$ cat config.mk
export PLATFORM = sky130hd
export DESIGN_NAME = fwd_hazard_ctrl
export DESIGN_NICKNAME = d
export VERILOG_FILES = /design/src/rtl/fwd_hazard_ctrl.sv
export SDC_FILE = /design/constraint.sdc
export NUM_CORES = 1
export LEC_CHECK = 0
export CELL_PAD_IN_SITES_DETAIL_PLACEMENT = 0
export CELL_PAD_IN_SITES_GLOBAL_PLACEMENT = 1
export CORE_MARGIN = 2
export CORE_UTILIZATION = 39
export DETAILED_ROUTE_END_ITERATION = 7
export MAX_ROUTING_LAYER = met4
export PLACE_DENSITY_LB_ADDON = 0.3
export SLEW_MARGIN = 25
export SYNTH_ARGS = -nofsm -noshare
export SYNTH_HDL_FRONTEND = slang
export SYNTH_SLANG_ARGS = --single-unit
$ cat constraint.sdc
create_clock -name clk -period 4.2 [get_ports clk]
set_input_delay 0.42 -clock clk [delete_from_list [all_inputs] [get_ports clk]]
set_output_delay 0.42 -clock clk [all_outputs]
set_load 0.01 [all_outputs]
$ cat src/rtl/fwd_hazard_ctrl.sv
// Forwarding and hazard control: operand mux selects, load-use
// bubbles, data-memory wait freezes and a stall-cycle counter.
module fwd_hazard_ctrl #(
  parameter int REG_W = 5,
  parameter int CNT_W = 16
) (
  input  logic             clk,
  input  logic             rst,
  input  logic             id_valid,
  input  logic [REG_W-1:0] id_rs1,
  input  logic [REG_W-1:0] id_rs2,
  input  logic             id_rs1_en,
  input  logic             id_rs2_en,
  input  logic [REG_W-1:0] id_rd,
  input  logic             id_we,
  input  logic             id_load,
  input  logic             dmem_ready,
  output logic [1:0]       fwd_sel_a,
  output logic [1:0]       fwd_sel_b,
  output logic             stall,
  output logic             bubble,
  output logic [CNT_W-1:0] stall_cycles
);

  localparam logic [1:0] ST_RUN      = 2'd0;
  localparam logic [1:0] ST_LD_USE   = 2'd1;
  localparam logic [1:0] ST_MEM_WAIT = 2'd2;

  localparam logic [1:0] SEL_RF = 2'd0;
  localparam logic [1:0] SEL_EX = 2'd1;
  localparam logic [1:0] SEL_WB = 2'd2;
  localparam logic [1:0] SEL_LD = 2'd3;

  localparam logic [CNT_W-1:0] CNT_ONE =
    {{(CNT_W-1){1'b0}}, 1'b1};

  typedef struct packed {
    logic             v;
    logic [REG_W-1:0] rd;
    logic             we;
    logic             ld;
  } rec_t;

  rec_t ex_q, ex_d;
  rec_t wb_q, wb_d;
  rec_t id_rec;

  logic [1:0]       state_q, state_d;
  logic [CNT_W-1:0] cnt_q, cnt_d;

  logic ex_ld_rd;
  logic rs1_hit_ld;
  logic rs2_hit_ld;
  logic lu_c;
  logic wait_c;
  logic stall_c;
  logic bubble_c;

  function automatic logic [1:0] sel_for(
    input logic             en,
    input logic [REG_W-1:0] rs,
    input rec_t             ex,
    input rec_t             wb
  );
    logic hit_ex;
    logic hit_wb;
    hit_ex  = ex.v & ex.we & ~ex.ld & (ex.rd == rs);
    hit_wb  = wb.v & wb.we & (wb.rd == rs);
    sel_for = SEL_RF;
    if (en && (rs != '0)) begin
      priority case (1'b1)
        hit_ex:  sel_for = SEL_EX;
        hit_wb:  sel_for = wb.ld ? SEL_LD : SEL_WB;
        default: sel_for = SEL_RF;
      endcase
    end
  endfunction

  assign id_rec.v  = id_valid;
  assign id_rec.rd = id_rd;
  assign id_rec.we = id_we;
  assign id_rec.ld = id_load;

  assign ex_ld_rd = ex_q.v & ex_q.ld & ex_q.we &
                    (ex_q.rd != '0);

  assign rs1_hit_ld = id_rs1_en & (id_rs1 == ex_q.rd);
  assign rs2_hit_ld = id_rs2_en & (id_rs2 == ex_q.rd);

  assign lu_c = id_valid & ex_ld_rd &
                (rs1_hit_ld | rs2_hit_ld);

  // WB load without data: everything freezes, even a load-use
  assign wait_c = wb_q.v & wb_q.ld & ~dmem_ready;

  always_comb begin
    state_d  = ST_RUN;
    ex_d     = ex_q;
    wb_d     = wb_q;
    stall_c  = 1'b0;
    bubble_c = 1'b0;
    unique case (state_q)
      ST_RUN, ST_MEM_WAIT: begin
        if (wait_c) begin
          stall_c = 1'b1;
          state_d = ST_MEM_WAIT;
        end else if (lu_c) begin
          stall_c  = 1'b1;
          bubble_c = 1'b1;
          wb_d     = ex_q;
          ex_d     = '0;
          state_d  = ST_LD_USE;
        end else begin
          wb_d = ex_q;
          ex_d = id_valid ? id_rec : '0;
        end
      end
      ST_LD_USE: begin
        if (wait_c) begin
          stall_c = 1'b1;
          state_d = ST_MEM_WAIT;
        end else begin
          wb_d = ex_q;
          ex_d = id_valid ? id_rec : '0;
        end
      end
      default: begin
        ex_d = '0;
        wb_d = '0;
      end
    endcase
  end

  always_comb begin
    cnt_d = cnt_q;
    if (stall_c && (cnt_q != '1)) begin
      cnt_d = cnt_q + CNT_ONE;
    end
  end

  always_ff @(posedge clk) begin
    if (!rst) begin
      state_q <= ST_RUN;
      ex_q    <= '0;
      wb_q    <= '0;
      cnt_q   <= '0;
    end else begin
      state_q <= state_d;
      ex_q    <= ex_d;
      wb_q    <= wb_d;
      cnt_q   <= cnt_d;
    end
  end

  always_comb begin
    fwd_sel_a = SEL_RF;
    fwd_sel_b = SEL_RF;
    if (rst && id_valid) begin
      fwd_sel_a = sel_for(id_rs1_en, id_rs1,
                          ex_q, wb_q);
      fwd_sel_b = sel_for(id_rs2_en, id_rs2,
                          ex_q, wb_q);
    end
  end

  assign stall        = rst & stall_c;
  assign bubble       = rst & bubble_c;
  assign stall_cycles = cnt_q;

endmodule

==> qor.yml <==
finish:
  fin_cells: 353
  drive_gt1_frac: 0.0629
  synthToLayoutAreaGrowth_pct: 31.2
  final_cell_area_mm2: 0.00258
  nNetsFinal: 309
  antenna_cells_inserted: 0
floorplanning:
  design.portCount: 45
  chipHeight_um: 75.0
  placementRows: 25
  die_x_um: 75.0
  initial_utilization: 0.410
  core_region_area_mm2: 0.00479
  die_area_mm2: 0.00562
timing:
  fin_crit_ns: 3.24
  worstMarginPinSlew_ns: 0.576
  post-route-worst-setup-slack_ns: 0.962
  finalSetupViolations: 0
  unrepaired_setup_endpoints_after_global_routing: "no"
  slew_viol_final: 0
  finalCritPeriodShare: 0.771
  slew_headroom: 0.615
  final_setup_skew_ns: 0.00903
  timing_hold_violations_final: 0
  maxClockFrequency_mhz: 309
  totalNegativeSetupSlack_ns: 0
setup_path:
  critical_path.startpoint_type: "primary input"
  crit_path_top_delay_cell: "sky130_fd_sc_hd__clkdlybuf4s50_1"
  path_common_cell: "sky130_fd_sc_hd__clkdlybuf4s50_1"
  rr_endpoint: "stall_cycles[2]"
  rr_worst_depth: 6
  critPathTopFamily: "buffers and inverters"
  worst_ep_required_time_ns: 3.78
  crit_chain: "clkdlybuf4s50_1, nor2b_1, a2111o_1, nor3_4, nor2_2, nor2_1, and3_1, clkdlybuf4s50_1"
  criticalPathCategory: "in2out"
  timing.critical_path.fanout_max: 6
  worstPathBufferInverterCount: 2
  r2r-start: "stall_cycles[6]"
  crit_path_max_incr_delay_ns: 0.54
  critPathCaptureType: "primary output"
  timing.critical_path.arrival_ns: 2.82
  crit_cells: 8
  ff2ff_setup_slack_ns: 2.09
placed_design:
  detailedPlacementHpwl_um: 3650
  place_ws_ns: 0.957
  gpl.final_weighted_congestion: 0.814
  placed_area_mm2: 0.00246
  placement.io_buffers: 44
  number_of_cells_after_detailed_placement: 345
grt:
  number_of_antenna_violations_at_the_first_check_in_global_routing: 0
  overflow: 0
  grt_pass1_vias: 1657
  grt_start_max_net_pins: 23
  globalRouteTotalUtil: 0.190
  global_route_wire_length_before_repair_um: 7890
logic_synthesis:
  ys_ff_latch: 34
  synth.net_count: 264
  synth.area.mux_share: 0.0669
  synth_adder_area_share: 0.00637
  synth_area_in_compound_gates: 0.169
  post_synth_inst_count: 240
  synth-seq-area-share: 0.346
  synth_top_flop_cell: "sky130_fd_sc_hd__dfxtp_1"
  synth-simple-area-share: 0.318
  synth.avg_cell_area_um2: 8.18
  synth_enable_flop_cells: 0
  postSynth.asyncResetShare: 0
  combinational_family_with_the_most_area_after_synthesis: "simple AND/OR/NAND/NOR gates"
  synth_xor_area_frac: 0.0713
  synth_cell_type_count: 46
  synth_area_mm2: 0.00196
  yosys_warnings: 0
routing:
  detail_route.drc_violations: 0
  detailroute.via_count: 1858
  drtAntennaViolNets: 0
  detail_route.vias_per_cell: 5.26
  dr.first_iter.drc_count: 63
  wirelength_um: 4830
  dr.pass1.iters: 4
  detail_route.wl_per_cell_um: 13.7
outcome:
  run_status: "finished, final reports clean"
clock_tree:
  cts_hold_buffers: 0
  clock-sinks: 34
  post_cts_resized: 0
  numCtsBuffers: 5
  cts.repair_timing.setup_buffer_count: 0
  clock_insertion_delay_worst_skew_ns: 0.29
  worst_setup_hold_path_clk_slew_ns: 0.08
  tritoncts: "built"
  cts-htree-levels: 2
  cts-root-to-sink-buffers: 2
  cts.root.buffer_cell: "sky130_fd_sc_hd__clkbuf_8"
run:
  cap_viol_max_count: 0
worst_hold_path:
  worst_hold_path.num_cells: 2
  min_path_type: "reg2reg"
  worstHoldEndpoint: "wb_q[1]"
  holdCritStartpoint: "wb_q[1]"
power:
  power.density_cell_area_mw_per_mm2: 279
  vdd_drop_max_mv: 0.185
  static-leakage-power_nw: 0.877
kinds of logic after synthesis:
family / Yosys count
AOI/OAI and AO/OA: 48
xor gates and xnor gates: 16
adders and majority gates: 1
buffers and inverters: 9
DFF: 34
muxes: 13
and+or+nand+nor: 119
through the flow:
stage / hold slack (ns) / util / power (W)
after floorplan: 0.432 / - / 0.000384
after global placement: 0.447 / 0.515 / 0.000421
after detailed placement: 0.451 / 0.515 / 0.000422
after CTS: 0.461 / 0.539 / 0.000725
after global routing: 0.494 / 0.539 / 0.000747
final: 0.457 / 0.539 / 0.000719
Yosys cell counts (2+ instances only):
master	instances	area, µm²
sky130_fd_sc_hd__nor2_1	16	60.1
sky130_fd_sc_hd__nand3_1	11	55.1
sky130_fd_sc_hd__nor2b_1	4	25.0
sky130_fd_sc_hd__a21oi_1	20	100
sky130_fd_sc_hd__nor3_1	3	15.0
sky130_fd_sc_hd__o2111ai_1	3	26.3
sky130_fd_sc_hd__a21o_1	2	15.0
sky130_fd_sc_hd__xor2_1	2	17.5
sky130_fd_sc_hd__clkbuf_1	5	18.8
sky130_fd_sc_hd__mux2i_1	12	120
sky130_fd_sc_hd__nand2b_1	16	100
sky130_fd_sc_hd__o22ai_1	2	12.5
sky130_fd_sc_hd__nand4_1	10	62.6
sky130_fd_sc_hd__nand2_1	39	146
sky130_fd_sc_hd__and3_1	7	43.8
sky130_fd_sc_hd__dfxtp_1	34	681
sky130_fd_sc_hd__buf_2	2	10.0
sky130_fd_sc_hd__o21a_1	3	22.5
sky130_fd_sc_hd__or4_1	2	15.0
sky130_fd_sc_hd__a22o_1	7	61.3
sky130_fd_sc_hd__a22oi_1	2	15.0
sky130_fd_sc_hd__xnor2_1	14	123
report_power, final:
part	leakage [nW]	internal (W)	switching, W	total [W]
Sequential	0.276	0.000329	0.00000988	0.000339
Clock	0.0504	0.000176	0.000127	0.000304
Combinational	0.550	0.0000417	0.0000339	0.0000757
flip-flops by register name, summed over array words and instances (netlist names):
signal        count
stall_cycles     16
ex_q              8
wb_q              8
state_q           2
tightest hold or removal path: cells and delay by family (launching register included):
| family | cells | cell delay [ns] |
|---|---|---|
| flops | 1 | 0.32 |
| simple gates | 1 | 0.05 |
| compound gates | 1 | 0.05 |
cell usage in the layout (no fill, tap or decap), types with 2 or more instances in the layout:
cell / count
sky130_fd_sc_hd__clkdlybuf4s50_1: 44
sky130_fd_sc_hd__nand2_1: 39
sky130_fd_sc_hd__dfxtp_1: 34
sky130_fd_sc_hd__a21oi_1: 20
sky130_fd_sc_hd__nor2_1: 16
sky130_fd_sc_hd__nand2b_1: 16
sky130_fd_sc_hd__xnor2_1: 14
sky130_fd_sc_hd__mux2i_1: 12
sky130_fd_sc_hd__nand3_1: 11
sky130_fd_sc_hd__nand4_1: 10
sky130_fd_sc_hd__and3_1: 7
sky130_fd_sc_hd__a22o_1: 7
sky130_fd_sc_hd__clkbuf_8: 5
sky130_fd_sc_hd__nor2b_1: 4
sky130_fd_sc_hd__o2111ai_1: 3
sky130_fd_sc_hd__nor3_1: 3
sky130_fd_sc_hd__o21a_1: 3
sky130_fd_sc_hd__or4_1: 2
sky130_fd_sc_hd__xor2_1: 2
sky130_fd_sc_hd__a22oi_1: 2
sky130_fd_sc_hd__a21o_1: 2
sky130_fd_sc_hd__o22ai_1: 2
sky130_fd_sc_hd__clkinvlp_4: 2
sky130_fd_sc_hd__buf_4: 2
worst max-delay path by stage:
| stage | endpoint | slack, ns | startpoint |
|---|---|---|---|
| CTS | bubble | 0.94 | id_rs2[0] |
| finish | bubble | 0.96 | id_rs2[0] |
| detailed placement | bubble | 0.96 | id_rs2[0] |
| floorplan | bubble | 2.11 | id_rs2[0] |
| global placement | bubble | 1.00 | id_rs2[0] |
| global route | bubble | 0.81 | id_rs2[0] |
final cells by class:
type | instances | area, µm²
clock buffer | 5 | 68.8
clock inverter | 3 | 45.0
fill | 452 | 2210
inverter | 1 | 3.75
multi-input combinational | 197 | 1240
sequential | 34 | 681
tap | 67 | 83.8
timing repair buffer | 46 | 455
metal layers:
metal / up-vias / wire, µm / track usage
met1: 856 / 2460 / 0.253
met3: 8 / 213 / 0.0482
met2: 41 / 2090 / 0.281
met5: - / 0 / -
li1: 953 / - / -
met4: 0 / 69 / 0.0655
Power figures use the tool's default switching activity.
